==> config.mk <==
export PLATFORM = sky130hd
export DESIGN_NAME = mc_control_fsm
export DESIGN_NICKNAME = d
export VERILOG_FILES = /design/src/rtl/rv_ctrl_pkg.sv /design/src/rtl/alu_decoder.sv /design/src/rtl/mc_control_fsm.sv
export SDC_FILE = /design/constraint.sdc
export NUM_CORES = 1
export LEC_CHECK = 0
export ABC_AREA = 1
export ABC_CLOCK_PERIOD_IN_PS = 2400
export CORE_ASPECT_RATIO = 1.5
export CORE_MARGIN = 10
export CORE_UTILIZATION = 36
export CTS_BUF_LIST = sky130_fd_sc_hd__clkbuf_16
export CTS_CLUSTER_SIZE = 30
export DETAILED_ROUTE_END_ITERATION = 16
export GPL_ROUTABILITY_DRIVEN = 0
export GPL_TIMING_DRIVEN = 0
export PLACE_DENSITY = 0.77
export SYNTH_ARGS = -nofsm -noshare
export SYNTH_HDL_FRONTEND = slang
export SYNTH_SLANG_ARGS = --single-unit
==> constraint.sdc <==
create_clock -name clk -period 2.4 [get_ports clk]
set_input_delay 0.48 -clock clk [delete_from_list [all_inputs] [get_ports clk]]
set_output_delay 0.48 -clock clk [all_outputs]
set_load 0.05 [all_outputs]
==> src/rtl/rv_ctrl_pkg.sv <==
// Shared types and encodings for the RV32I multicycle control unit.
package rv_ctrl_pkg;

  typedef enum logic [3:0] {
    S_FETCH, S_DECODE, S_MEMADR, S_MEMREAD, S_MEMWB, S_MEMWRITE,
    S_EXECUTER, S_EXECUTEI, S_ALUWB, S_BRANCH, S_JAL, S_JALRADR,
    S_JALR, S_LUI, S_TRAP
  } state_t;

  localparam state_t RESET_STATE = S_FETCH;

  typedef enum logic [3:0] {
    ALU_ADD  = 4'd0,
    ALU_SUB  = 4'd1,
    ALU_AND  = 4'd2,
    ALU_OR   = 4'd3,
    ALU_XOR  = 4'd4,
    ALU_SLT  = 4'd5,
    ALU_SLTU = 4'd6,
    ALU_SLL  = 4'd7,
    ALU_SRL  = 4'd8,
    ALU_SRA  = 4'd9
  } alu_op_t;

  localparam logic [6:0] OP_LOAD   = 7'b0000011;
  localparam logic [6:0] OP_STORE  = 7'b0100011;
  localparam logic [6:0] OP_RTYPE  = 7'b0110011;
  localparam logic [6:0] OP_ITYPE  = 7'b0010011;
  localparam logic [6:0] OP_BRANCH = 7'b1100011;
  localparam logic [6:0] OP_JAL    = 7'b1101111;
  localparam logic [6:0] OP_JALR   = 7'b1100111;
  localparam logic [6:0] OP_LUI    = 7'b0110111;
  localparam logic [6:0] OP_AUIPC  = 7'b0010111;

  localparam logic [1:0] SRC_A_PC    = 2'b00;
  localparam logic [1:0] SRC_A_OLDPC = 2'b01;
  localparam logic [1:0] SRC_A_RS1   = 2'b10;

  localparam logic [1:0] SRC_B_RS2   = 2'b00;
  localparam logic [1:0] SRC_B_IMM   = 2'b01;
  localparam logic [1:0] SRC_B_FOUR  = 2'b10;

  localparam logic [1:0] RES_ALUOUT  = 2'b00;
  localparam logic [1:0] RES_MEM     = 2'b01;
  localparam logic [1:0] RES_ALU     = 2'b10;
  localparam logic [1:0] RES_IMM     = 2'b11;

  // Reserved funct3 encodings 010/011 are treated as not taken.
  function automatic logic branch_taken(input logic [2:0] funct3, input logic zero,
                                        input logic lt, input logic ltu);
    case (funct3)
      3'b000:  return zero;
      3'b001:  return !zero;
      3'b100:  return lt;
      3'b101:  return !lt;
      3'b110:  return ltu;
      3'b111:  return !ltu;
      default: return 1'b0;
    endcase
  endfunction

endpackage

==> src/rtl/alu_decoder.sv <==
// Maps funct3/funct7b5 to an ALU operation; funct7b5 only selects SUB for R-type.
module alu_decoder
  import rv_ctrl_pkg::*;
(
  input  logic [2:0] funct3,
  input  logic       funct7b5,
  input  logic       is_rtype,
  output alu_op_t    alu_op
);

  always_comb begin
    alu_op = ALU_ADD;
    case (funct3)
      3'b000:  alu_op = (is_rtype && funct7b5) ? ALU_SUB : ALU_ADD;
      3'b001:  alu_op = ALU_SLL;
      3'b010:  alu_op = ALU_SLT;
      3'b011:  alu_op = ALU_SLTU;
      3'b100:  alu_op = ALU_XOR;
      3'b101:  alu_op = funct7b5 ? ALU_SRA : ALU_SRL;
      3'b110:  alu_op = ALU_OR;
      3'b111:  alu_op = ALU_AND;
      default: alu_op = ALU_ADD;
    endcase
  end

endmodule

==> src/rtl/mc_control_fsm.sv <==
// Multicycle RV32I control unit: sequences each instruction and drives datapath selects/enables.
//   state      | meaning
//   FETCH      | read instr, PC <= PC+4
//   DECODE     | alu_out <= old_pc+imm, dispatch on opcode
//   MEMADR     | alu_out <= rs1+imm
//   MEMREAD    | read data memory at alu_out
//   MEMWB      | rd <= mem data
//   MEMWRITE   | write data memory at alu_out
//   EXECUTER   | rs1 op rs2
//   EXECUTEI   | rs1 op imm
//   ALUWB      | rd <= alu_out
//   BRANCH     | compare rs1/rs2, PC <= target if taken
//   JAL/JALR   | PC <= target, alu_out <= old_pc+4
//   JALRADR    | alu_out <= rs1+imm
//   LUI        | rd <= imm
//   TRAP       | unknown opcode, parked until reset
module mc_control_fsm
  import rv_ctrl_pkg::*;
(
  input  logic       clk,
  input  logic       reset,
  input  logic [6:0] opcode,
  input  logic [2:0] funct3,
  input  logic       funct7b5,
  input  logic       alu_zero,
  input  logic       alu_lt,
  input  logic       alu_ltu,
  output logic       pc_write,
  output logic       adr_src,
  output logic       mem_write,
  output logic       ir_write,
  output logic [1:0] result_src,
  output logic [1:0] alu_src_a,
  output logic [1:0] alu_src_b,
  output logic [3:0] alu_ctrl,
  output logic       reg_write,
  output logic       instr_retire,
  output logic       illegal
);

  state_t  state_q, state_d;
  logic    illegal_q, illegal_d;
  alu_op_t dec_op;

  alu_decoder u_alu_decoder (
    .funct3   (funct3),
    .funct7b5 (funct7b5),
    .is_rtype (state_q == S_EXECUTER),
    .alu_op   (dec_op)
  );

  always_ff @(posedge clk) begin
    if (reset) begin
      state_q   <= RESET_STATE;
      illegal_q <= 1'b0;
    end else begin
      state_q   <= state_d;
      illegal_q <= illegal_d;
    end
  end

  always_comb begin
    state_d      = state_q;
    pc_write     = 1'b0;
    adr_src      = 1'b0;
    mem_write    = 1'b0;
    ir_write     = 1'b0;
    result_src   = RES_ALUOUT;
    alu_src_a    = SRC_A_PC;
    alu_src_b    = SRC_B_FOUR;
    alu_ctrl     = ALU_ADD;
    reg_write    = 1'b0;
    instr_retire = 1'b0;

    case (state_q)
      S_FETCH: begin
        ir_write   = 1'b1;
        pc_write   = 1'b1;
        result_src = RES_ALU;
        state_d    = S_DECODE;
      end
      S_DECODE: begin
        alu_src_a = SRC_A_OLDPC;
        alu_src_b = SRC_B_IMM;
        case (opcode)
          OP_LOAD, OP_STORE: state_d = S_MEMADR;
          OP_RTYPE:          state_d = S_EXECUTER;
          OP_ITYPE:          state_d = S_EXECUTEI;
          OP_BRANCH:         state_d = S_BRANCH;
          OP_JAL:            state_d = S_JAL;
          OP_JALR:           state_d = S_JALRADR;
          OP_LUI:            state_d = S_LUI;
          OP_AUIPC:          state_d = S_ALUWB;
          default:           state_d = S_TRAP;
        endcase
      end
      S_MEMADR: begin
        alu_src_a = SRC_A_RS1;
        alu_src_b = SRC_B_IMM;
        state_d   = (opcode == OP_STORE) ? S_MEMWRITE : S_MEMREAD;
      end
      S_MEMREAD: begin
        adr_src = 1'b1;
        state_d = S_MEMWB;
      end
      S_MEMWB: begin
        result_src   = RES_MEM;
        reg_write    = 1'b1;
        instr_retire = 1'b1;
        state_d      = S_FETCH;
      end
      S_MEMWRITE: begin
        adr_src      = 1'b1;
        mem_write    = 1'b1;
        instr_retire = 1'b1;
        state_d      = S_FETCH;
      end
      S_EXECUTER: begin
        alu_src_a = SRC_A_RS1;
        alu_src_b = SRC_B_RS2;
        alu_ctrl  = dec_op;
        state_d   = S_ALUWB;
      end
      S_EXECUTEI: begin
        alu_src_a = SRC_A_RS1;
        alu_src_b = SRC_B_IMM;
        alu_ctrl  = dec_op;
        state_d   = S_ALUWB;
      end
      S_ALUWB: begin
        reg_write    = 1'b1;
        instr_retire = 1'b1;
        state_d      = S_FETCH;
      end
      S_BRANCH: begin
        alu_src_a    = SRC_A_RS1;
        alu_src_b    = SRC_B_RS2;
        alu_ctrl     = ALU_SUB;
        pc_write     = branch_taken(funct3, alu_zero, alu_lt, alu_ltu);
        instr_retire = 1'b1;
        state_d      = S_FETCH;
      end
      S_JAL, S_JALR: begin
        alu_src_a = SRC_A_OLDPC;
        pc_write  = 1'b1;
        state_d   = S_ALUWB;
      end
      S_JALRADR: begin
        alu_src_a = SRC_A_RS1;
        alu_src_b = SRC_B_IMM;
        state_d   = S_JALR;
      end
      S_LUI: begin
        result_src   = RES_IMM;
        reg_write    = 1'b1;
        instr_retire = 1'b1;
        state_d      = S_FETCH;
      end
      S_TRAP:  state_d = S_TRAP;
      default: state_d = S_FETCH;
    endcase

    // A reset caught mid-instruction must not let the aborted state write anything.
    if (reset && (state_q != S_FETCH)) begin
      pc_write     = 1'b0;
      mem_write    = 1'b0;
      ir_write     = 1'b0;
      reg_write    = 1'b0;
      instr_retire = 1'b0;
    end

    illegal_d = illegal_q | (state_d == S_TRAP);
  end

  assign illegal = illegal_q;

endmodule

==> results of run 1 <==
[stage by stage]
stage	area [sq um]	hold slack (ns)	instances	total power [mW]
after floorplan	778	0.549	153	0.835
final	1210	0.457	210	1.37
after global routing	1210	0.477	210	1.45
after CTS	1200	0.458	210	1.38
after global placement	1120	0.441	206	1.13
after detailed placement	1120	0.446	206	1.14
[routing by layer]
metal / part of all wire / GRT usage / up-vias
met1: 0.38 / 0.104 / 466
li1: - / - / 545
met2: 0.52 / 0.192 / 32
met5: 0 / 0 / -
met4: 0.018 / 0.0472 / 0
met3: 0.073 / 0.0412 / 6
[cells by family (layout without fill, tap and decap cells)]
| kind of cell | after synthesis | in the layout | share of synthesized area |
|---|---|---|---|
| AO/OA/AOI/OAI | 19 | 19 | 0.141 |
| buffers and inverters | 33 | 68 | 0.162 |
| XOR/XNOR | 1 | 1 | 0.0113 |
| AND/OR/NAND/NOR | 95 | 95 | 0.557 |
| flip-flops | 5 | 5 | 0.129 |
[worst reg2reg max path: stages, from the launching register on]
cell and delay [ns]:
dfxtp_1 0.33, inv_2 0.11, nor2_4 0.05, nand2_1 0.17
nand3_1 0.12, nor2_1 0.17, nand2_1 0.10, nand2_1 0.08
nor2_1 0.04, nand3_1 0.07, nand2_1 0.05
[power groups by stage]
stage          clock network [mW]  registers [mW]  logic (mW)
2_1_floorplan                   0           0.135       0.700
3_3_place_gp                    0           0.136       0.993
3_5_place_dp                    0           0.138        1.00
4_1_cts                     0.271           0.137       0.972
5_1_grt                     0.281           0.140        1.03
6_report                    0.267           0.137       0.963
[registers in the layout (all words and copies together), names as in the netlist]
| name | cells |
|---|---|
| state_q | 4 |
| illegal | 1 |
[cells in the mapped netlist, types with 2 or more instances]
cell type and count:
a21oi_1 6, nand4_1 3, nor2_4 2, nand3_1 12, inv_2 4, o21ai_0 6, dfxtp_1 5, or2_2 2
nand2_2 3, nor2_1 26, inv_1 27, nand2_1 41
[timing repair]
item / CTS / global route
resized for setup: 33 / 7
cloned: 0 / 0
pin swaps: 0 / 0
setup endpoints to repair: 13 / 9
[layout make-up]
type,count,share of cell area
plain buffers,1,0.00415
clock buffers,3,0.0622
clock inverters,1,0.00311
inverters,32,0.0996
multi-input cells,115,0.461
flip-flops and latches,5,0.0830
well taps,22,0.0228
repair buffers,31,0.265
[path summary, 6_finish.rpt]
kind                            depth (start not counted)           end  slack [ns]
worst max-delay path                                    8  alu_src_a[1]        0.11
worst min-delay path                                    2       illegal        0.46
worst max register to register                         10       illegal        1.01
worst min register to register                          2       illegal        0.46
==> impl_results.md, run 1 <==
* R2R Path Start: state_q[2]
* Core area at 2050 sq um
* Buf/Inv on CP at 4
* Total Die Area at 4440 sq um
* CTS tree: built
* Commonest cells after routing, fill and taps aside: 41 x nand2_1, 28 x inv_1, 25 x nor2_1
* Top cell type's share of synthesized area at 0.199
* FF/Latch Area at 100 sq um
* Post-synth EDFFs at 0
* Setup CP Type: flip-flop to output port
* Final wirelength at 2420 microns
* Fin Setup TNS at 0 ns
* Syn Std Cell Area at 773 sq um
* Ant. Diodes at 0
* Clk_skew at 0.000257 ns
* Outcome: complete, no violations
* Final core occ at 0.588
* Post-route ant nets at 0
* Area of the multi-input gates at 556 sq um
* HP Class: flip-flop to flip-flop
* Avg Inst Size Synth at 5.05 sq um
* GRT Util Overall at 0.108
* Critical-path top delay cell: dlygate4sd2_1
* Synth cell types at 28
* Pre-CTS setup slack at -0.629 ns
* Setup ws final at 0.108 ns
* Endpoints failing setup at 0
* Setup crit start: state_q[3]
* Post-detail-place hpwl at 2000 microns
* Crit path max fanout at 3
* CTS Sinks at 5
* Synth async-reset ratio at 0
* Hold Startpoint: illegal
* Register area share after synthesis at 0.129
* Post-DR wirelength/cell at 11.5 microns
* CTS Buf Count at 3
* Clock-pin transition on the worst setup and hold timing paths at 0.03 ns
* Fin. max-slew vios at 0
* Global route total overflow at 0
* DR DRC count at 0
* Most used cell, CP: inv_1
* Pwr Density at 1130 nW/um^2
* Clock share of power at 0.196
* First-pass GRT wire length at 4200 microns
* Die Ht at 76.8 microns
* Longest Clk Path Bufs at 2
* Switching pwr at 773 uW
* Synth top area cells: nand2_1 20%, inv_1 13%, dfxtp_1 13%
* Combinational power share at 0.704
* I/O Buffers at 31
* I/O Pins at 33
* RSZ-0062 raised after global routing: false
* Data required, critical path at 1.92 ns
* Synth Warn # at 0
* Number of global-route vias before repair at 1024
* Syn Nets at 169
* # fillers at 207
* Crit path DAT at 1.81 ns
* Initial Util at 0.377
* Die X at 57.8 microns
* Crit-path leading delay family: buffers and inverters
* Seq pwr share at 0.100
* Synth area leader: nand2_1
* Leakage dissipation at 0.683 nW
* Nets@finish at 205
* Detailed Routing Iterations Pass 1 at 4
* Initial antenna violation count at 0
* Register bit total from synthesis at 5
* Post-layout min period at 2.29 ns
* Largest net degree at the start of global routing at 8
* Layout cell share with drive strength beyond 1 at 0.154
* Hold Buf Count CTS at 0
* Largest stage delay, worst path at 0.52 ns
* Rows at 20
* H-tree levels at 1
* Final Hold Fails at 0
* Net Sw Frac at 0.565
* Most common cell after layout, fill and taps aside: nand2_1
* IR drop worst, VDD at 0.569 mV
* Layout area overhead at 56.0%
* Worst-path cell chain: inv_1 > nor2_2 > inv_1 > nor2_1 > inv_1 > nand2_1 > or2_2 > dlygate4sd2_1
* Clock latency on the worst-skew pair at 0.22 ns
* CTS root buf: clkbuf_16
* Worst Max-Slew Pin Slew at 0.515 ns
* CP Capture Type: output port
* Maxcap violations at 0
* Int Pwr at 594 uW
* Slew HR at 0.656
* Iteration-0 DRC Markers at 25
* Via density at 5.00
* Startpoint types: flip-flop
* Main synth FF type: dfxtp_1
* Via count at 1049
* Post-Syn Instances at 153
* Fmax at 436 MHz
* Tcrit/Tclk final at 0.955
* Post-CTS setup buffer count at 0
Power figures use the tool's default switching activity.
==> run 2, diff against run 1 <==
ABC_AREA = default   (was 1)
GPL_TIMING_DRIVEN = default   (was 0)
PLACE_DENSITY = 0.78   (was 0.77)
==> impl_results.md, run 2 <==
* Outcome: complete, no violations (unchanged)
* GRT Util Overall at 0.113 (was 0.108)
* Crit path DAT at 1.83 ns (was 1.81 ns)
* Post-route ant nets at 0 (unchanged)
* Commonest cells after routing, fill and taps aside: 13 x nor2_1, 11 x buf_12, 10 x clkdlybuf4s50_1 (was 41 x nand2_1, 28 x inv_1, 25 x nor2_1)
* Avg Inst Size Synth at 7.06 sq um (was 5.05 sq um)
* DR DRC count at 0 (unchanged)
* Die Ht at 75.0 microns (was 76.8 microns)
* Worst-path cell chain: dlygate4sd2_1 > mux2i_1 > xnor2_1 > a21oi_1 > o41a_1 > o32ai_2 > clkbuf_16 (was inv_1 > nor2_2 > inv_1 > nor2_1 > inv_1 > nand2_1 > or2_2 > dlygate4sd2_1)
* Hold Startpoint: illegal (unchanged)
* Core area at 1880 sq um (was 2050 sq um)
* Clk_skew at 0.00240 ns (was 0.000257 ns)
* Hold Buf Count CTS at 0 (unchanged)
* Clock-pin transition on the worst setup and hold timing paths at 0.03 ns (about the same)
* Initial Util at 0.387 (was 0.377)
* CP Capture Type: output port (unchanged)
* CTS tree: built (unchanged)
* Endpoints failing setup at 0 (unchanged)
* Via density at 5.65 (was 5.00)
* Die X at 56.7 microns (was 57.8 microns)
* Worst R2R End: illegal (unchanged)
* Register bit total from synthesis at 5 (unchanged)
* Fin. max-slew vios at 0 (unchanged)
* Layout cell share with drive strength beyond 1 at 0.274 (was 0.154)
* Critical-path top delay cell: o41a_1 (was dlygate4sd2_1)
* Hold path endpoint: illegal (unchanged)
* Reg2reg setup slack at 0.70 ns (was 1.01 ns)
* RSZ-0062 raised after global routing: true (was false)
* Post-synth top cells: 13 x nor2_1, 6 x a21oi_1, 6 x inv_1, 6 x nand2_1 (was 41 x nand2_1, 27 x inv_1, 26 x nor2_1)
* Layout area overhead at 74.0% (was 56.0%)
* Synth Warn # at 0 (unchanged)
* Final wirelength at 2430 microns (was 2420 microns)
* H-tree levels at 1 (unchanged)
* Largest stage delay, worst path at 0.32 ns (was 0.52 ns)
* Post-layout min period at 2.31 ns (was 2.29 ns)
* Register area share after synthesis at 0.138 (was 0.129)
* Total Die Area at 4250 sq um (was 4440 sq um)
* Top cell type's share of synthesized area at 0.138 (was 0.199)
* Post-CTS setup buffer count at 0 (unchanged)
* First-pass GRT wire length at 3980 microns (was 4200 microns)
* Register-to-Register Path Depth at 5 (was 10)
* Setup CP Type: input pin to output port (was flip-flop to output port)
* Post-Syn Instances at 103 (was 153)
* Leakage dissipation at 0.500 nW (was 0.683 nW)
* Initial antenna violation count at 0 (unchanged)
* Synth area leader: dfxtp_1 (was nand2_1)
* Slew HR at 0.668 (was 0.656)
* Largest net degree at the start of global routing at 12 (was 8)
* Startpoint types: input pin (was flip-flop)
* Rows at 19 (was 20)
* Biggest register: state_q (unchanged)
* Number of global-route vias before repair at 876 (was 1024)
* CTS Buf Count at 3 (unchanged)
* Syn Std Cell Area at 727 sq um (was 773 sq um)
* Synth cell types at 41 (was 28)
* Via count at 881 (was 1049)
* HP Class: flip-flop to flip-flop (unchanged)
* Fmax at 433 MHz (was 436 MHz)
* Maxcap violations at 0 (unchanged)
* Tcrit/Tclk final at 0.962 (was 0.955)
* Post-DR wirelength/cell at 15.6 microns (was 11.5 microns)
* Syn Nets at 119 (was 169)
* CTS Sinks at 5 (unchanged)
* Synth top area cells: dfxtp_1 14%, nor2_1 6.7%, xnor2_1 4.8% (was nand2_1 20%, inv_1 13%, dfxtp_1 13%)
* Final core occ at 0.674 (was 0.588)
* Final Hold Fails at 0 (unchanged)
* Ant. Diodes at 0 (unchanged)
* Main synth FF type: dfxtp_1 (unchanged)
* Worst Max-Slew Pin Slew at 0.496 ns (was 0.515 ns)
* IR drop worst, VDD at 1.26 mV (was 0.569 mV)
* Synth async-reset ratio at 0 (unchanged)
* Max reg flops at 4 (unchanged)
* Worst Hold Path Cells at 2 (unchanged)
* Data required, critical path at 1.92 ns (about the same)
* Global route total overflow at 0 (unchanged)
* Crit path max fanout at 1 (was 3)
* CTS root buf: clkbuf_16 (unchanged)
* Clock latency on the worst-skew pair at 0.23 ns (was 0.22 ns)
* R2R Path Start: state_q[2] (unchanged)
* Nets@finish at 152 (was 205)
* Fin Setup TNS at 0 ns (unchanged)
* Detailed Routing Iterations Pass 1 at 4 (unchanged)
* I/O Pins at 33 (unchanged)
* Iteration-0 DRC Markers at 28 (was 25)
* Count leader, synth: nor2_1 (was nand2_1)
* Post-detail-place hpwl at 2030 microns (was 2000 microns)
* Pwr Density at 1410 nW/um^2 (was 1130 nW/um^2)
* I/O Buffers at 32 (was 31)
* Most common cell after layout, fill and taps aside: nor2_1 (was nand2_1)
* Post-synth EDFFs at 0 (unchanged)
* Longest Clk Path Bufs at 2 (unchanged)
==> run 2: cell types whose count changed after synthesis, sizes merged, moves of 4 or more <==
cell and change:
nor2 -15, buf +6, xnor2 +4, inv -24
nand2b +5, nor3 +4, nand3 -11, nand2 -38
==> run 2: how the worst max path moves through the flow <==
| stage | to | depth (start not counted) | start |
|---|---|---|---|
| 3_5_place_dp | pc_write | 7 | funct3[1] |
| 3_3_place_gp | pc_write | 7 | funct3[1] |
| 6_report | pc_write | 7 | alu_ltu |
| 5_1_grt | alu_ctrl[0] | 7 | funct7b5 |
| 2_1_floorplan | reg_write | 4 | state_q[0] |
| 4_1_cts | pc_write | 7 | funct3[1] |
==> run 2: area by class of cell <==
cell class	instances	area [sq um]
clock buffer	3	75.1
clock inverter	1	3.75
fill	156	613
inverter	7	26.3
multi-input combinational	82	572
sequential	5	100
tap	21	26.3
timing repair buffer	37	462
==> run 2: kinds of logic after synthesis <==
logic type,after synthesis,share of synthesized area
AND/OR/NAND/NOR,45,0.334
AO/OA/AOI/OAI,26,0.269
buffers and inverters,16,0.119
XOR/XNOR,7,0.0843
flip-flops,5,0.138
multiplexers,4,0.0568
==> run 2: routing by layer <==
metal  vias to the layer above  track usage  share of wire
li1                        430            -              -
met1                       415        0.123           0.41
met2                        33        0.205           0.53
met3                         3       0.0202          0.050
met4                         0       0.0536          0.014
met5                         -            0              0
==> run 2: critical path: cells and delay by family <==
| family | cells | cell delay (ns) |
|---|---|---|
| XOR/XNOR | 1 | 0.14 |
| multiplexers | 1 | 0.18 |
| AO/OA/AOI/OAI | 3 | 0.58 |
| buffers and inverters | 2 | 0.45 |
==> run 2: power breakdown <==
| part | switching [mW] | internal (mW) |
|---|---|---|
| Combinational | 0.769 | 0.563 |
| Clock | 0.0521 | 0.215 |
| Sequential | 0.0683 | 0.110 |
| Total | 0.889 | 0.888 |
==> run 2: what timing repair did <==
item                                   in CTS  in global routing
pin swaps                                   5                  5
resized for setup                           8                  4
setup endpoints to repair                   2                  2
endpoints found under the hold margin       0                  0
==> run 2: per-stage QoR <==
stage               total power [mW]  std cells  hold WS (ns)  area (sq um)  worst slack [ns]
floorplan                       1.03        103         0.567           741            0.0312
global placement                1.49        152         0.454          1170            -0.173
detailed placement              1.51        152         0.468          1170            -0.237
CTS                             1.79        156         0.475          1260           0.00421
global route                    1.88        156         0.507          1260           -0.0395
finish                          1.78        156         0.472          1260            0.0900
==> run 3, diff against run 2 <==
CORE_ASPECT_RATIO = default   (was 1.5)
TNS_END_PERCENT = 10   (was default)
==> impl_results.md, run 3 (synthesized netlist as in run 2, its figures left out) <==
* Outcome: complete, no violations (unchanged)
* Initial antenna violation count at 0 (unchanged)
* IR drop worst, VDD at 0.864 mV (was 1.26 mV)
* HP Class: flip-flop to flip-flop (unchanged)
* Largest stage delay, worst path at 0.38 ns (was 0.32 ns)
* Post-detail-place hpwl at 1890 microns (was 2030 microns)
* # fillers at 185 (was 156)
* CTS Buf Count at 3 (unchanged)
* Post-layout min period at 2.36 ns (was 2.31 ns)
* Pre-CTS setup slack at -0.270 ns (was -0.237 ns)
* Longest Clk Path Bufs at 2 (unchanged)
* Biggest register: state_q (unchanged)
* Layout area overhead at 75.2% (was 74.0%)
* Critical-path top delay cell: o41a_1 (unchanged)
* Register-to-Register Path Depth at 5 (unchanged)
* R2R Path Start: state_q[2] (unchanged)
* Global route total overflow at 0 (unchanged)
* Crit path max fanout at 2 (was 1)
* I/O Buffers at 32 (unchanged)
* Clk_skew at 0.0000974 ns (was 0.00240 ns)
* Fmax at 423 MHz (was 433 MHz)
* Worst Max-Slew Pin Slew at 0.497 ns (was 0.496 ns)
* Tcrit/Tclk final at 0.985 (was 0.962)
* Die Ht at 64.9 microns (was 75.0 microns)
* Fin. max-slew vios at 0 (unchanged)
* Layout cell share with drive strength beyond 1 at 0.259 (was 0.274)
* Data required, critical path at 1.92 ns (about the same)
* Via density at 5.20 (was 5.65)
* Ant. Diodes at 0 (unchanged)
* Buf/Inv on CP at 2 (unchanged)
* Post-route ant nets at 0 (unchanged)
* Placed inst area at 1190 sq um (was 1170 sq um)
* Crit path DAT at 1.88 ns (was 1.83 ns)
* I/O Pins at 33 (unchanged)
* Final wirelength at 2340 microns (was 2430 microns)
* Hold Buf Count CTS at 0 (unchanged)
* CTS Sinks at 5 (unchanged)
* Startpoint types: input pin (unchanged)
* Detailed Routing Iterations Pass 1 at 4 (unchanged)
* Rows at 16 (was 19)
* CTS tree: built (unchanged)
* Number of global-route vias before repair at 821 (was 876)
* H-tree levels at 1 (unchanged)
* RSZ-0062 raised after global routing: true (unchanged)
* CP Capture Type: output port (unchanged)
* Clock latency on the worst-skew pair at 0.23 ns (about the same)
* Post-CTS setup buffer count at 0 (unchanged)
* First-pass GRT wire length at 4010 microns (was 3980 microns)
* DR DRC count at 0 (unchanged)
* Endpoints failing setup at 0 (unchanged)
* Via count at 843 (was 881)
* Core area at 1940 sq um (was 1880 sq um)
* Hold path endpoint: illegal (unchanged)
* Largest net degree at the start of global routing at 12 (unchanged)
* Worst Hold Path Cells at 2 (unchanged)
* Total Die Area at 4220 sq um (was 4250 sq um)
* Post-Layout Inst Area at 1270 sq um (was 1260 sq um)
* Iteration-0 DRC Markers at 21 (was 28)
* Reg2reg setup slack at 0.68 ns (was 0.70 ns)
* Slew HR at 0.668 (about the same)
* Worst R2R End: illegal (unchanged)
* Initial Util at 0.374 (was 0.387)
* Setup CP Type: input pin to output port (unchanged)
* Pwr Density at 1420 nW/um^2 (was 1410 nW/um^2)
* Nets@finish at 152 (unchanged)
* Max reg flops at 4 (unchanged)
* Commonest cells after routing, fill and taps aside: 13 x nor2_1, 13 x buf_12, 10 x clkdlybuf4s50_1 (was 13 x nor2_1, 11 x buf_12, 10 x clkdlybuf4s50_1)
* Final Hold Fails at 0 (unchanged)
* Post-DR wirelength/cell at 14.4 microns (was 15.6 microns)
* Worst-path cell chain: dlygate4sd2_1 > mux2i_1 > xnor2_1 > a21oi_1 > o41a_1 > o32ai_2 > buf_12 (was dlygate4sd2_1 > mux2i_1 > xnor2_1 > a21oi_1 > o41a_1 > o32ai_2 > clkbuf_16)
* CTS root buf: clkbuf_16 (unchanged)
* Maxcap violations at 0 (unchanged)
* Die X at 64.9 microns (was 56.7 microns)
* Setup ws final at 0.0365 ns (was 0.0900 ns)
* Crit-path leading delay family: compound AO/OA/AOI/OAI gates (unchanged)
* GRT Util Overall at 0.116 (was 0.113)
* Hold Startpoint: illegal (unchanged)
* Leakage dissipation at 0.502 nW (was 0.500 nW)
* Clock-pin transition on the worst setup and hold timing paths at 0.03 ns (about the same)
* Final core occ at 0.656 (was 0.674)
[run 3: metrics by stage]
| step | setup TNS [ns] | total power, mW | std cells | hold slack [ns] |
|---|---|---|---|---|
| 5_1_grt | -0.129 | 1.92 | 162 | 0.542 |
| 4_1_cts | 0 | 1.82 | 162 | 0.496 |
| 3_3_place_gp | -0.216 | 1.52 | 158 | 0.455 |
| 6_report | 0 | 1.81 | 162 | 0.492 |
| 3_5_place_dp | -0.270 | 1.53 | 158 | 0.468 |
| 2_1_floorplan | -0.184 | 1.01 | 103 | 0.567 |
[run 3: worst reg2reg max path, cell delays in order (launching register included)]
cell      delay [ns]
dfxtp_1         0.55
nand2b_4        0.25
nand2_2         0.08
a211o_1         0.30
a31o_1          0.22
o32ai_2         0.25
[run 3: final cells by class]
type                       instances  area [sq um]  share of cell area
timing repair buffer              37           473               0.371
multi-input combinational         82           561               0.440
clock inverter                     1          3.75             0.00295
tap                               27          33.8              0.0265
clock buffer                       3          75.1              0.0589
sequential                         5           101              0.0796
inverter                           7          26.3              0.0206
[run 3: power breakdown]
part	leakage, nW	total (mW)	internal [mW]	switching, mW
sequential	0.0414	0.186	0.111	0.0743
clock	0.0423	0.272	0.216	0.0565
combinational	0.418	1.35	0.589	0.764
[run 3: repair_timing]
| action | CTS | global route |
|---|---|---|
| gates resized for setup | 7 | 2 |
| pin swaps | 5 | 0 |
| setup endpoints to repair | 1 | 3 |
[run 3: how the worst max path moves through the flow]
stage          startpoint          end  cells past startpoint
6_report        funct3[1]     pc_write                      7
5_1_grt          funct7b5  alu_ctrl[0]                      7
4_1_cts         funct3[1]     pc_write                      7
3_5_place_dp    funct3[1]     pc_write                      7
3_3_place_gp    funct3[1]     pc_write                      7
2_1_floorplan   funct3[1]     pc_write                      6
[run 3: metal layers]
layer  wire [microns]  part of all wire  track usage  vias to the layer above
li1                 -                 -            -                      430
met1              985              0.42        0.131                      384
met2             1140              0.49        0.192                       26
met3              181             0.077       0.0430                        3
met4               28             0.012       0.0481                        0
met5                0                 0            0                        -
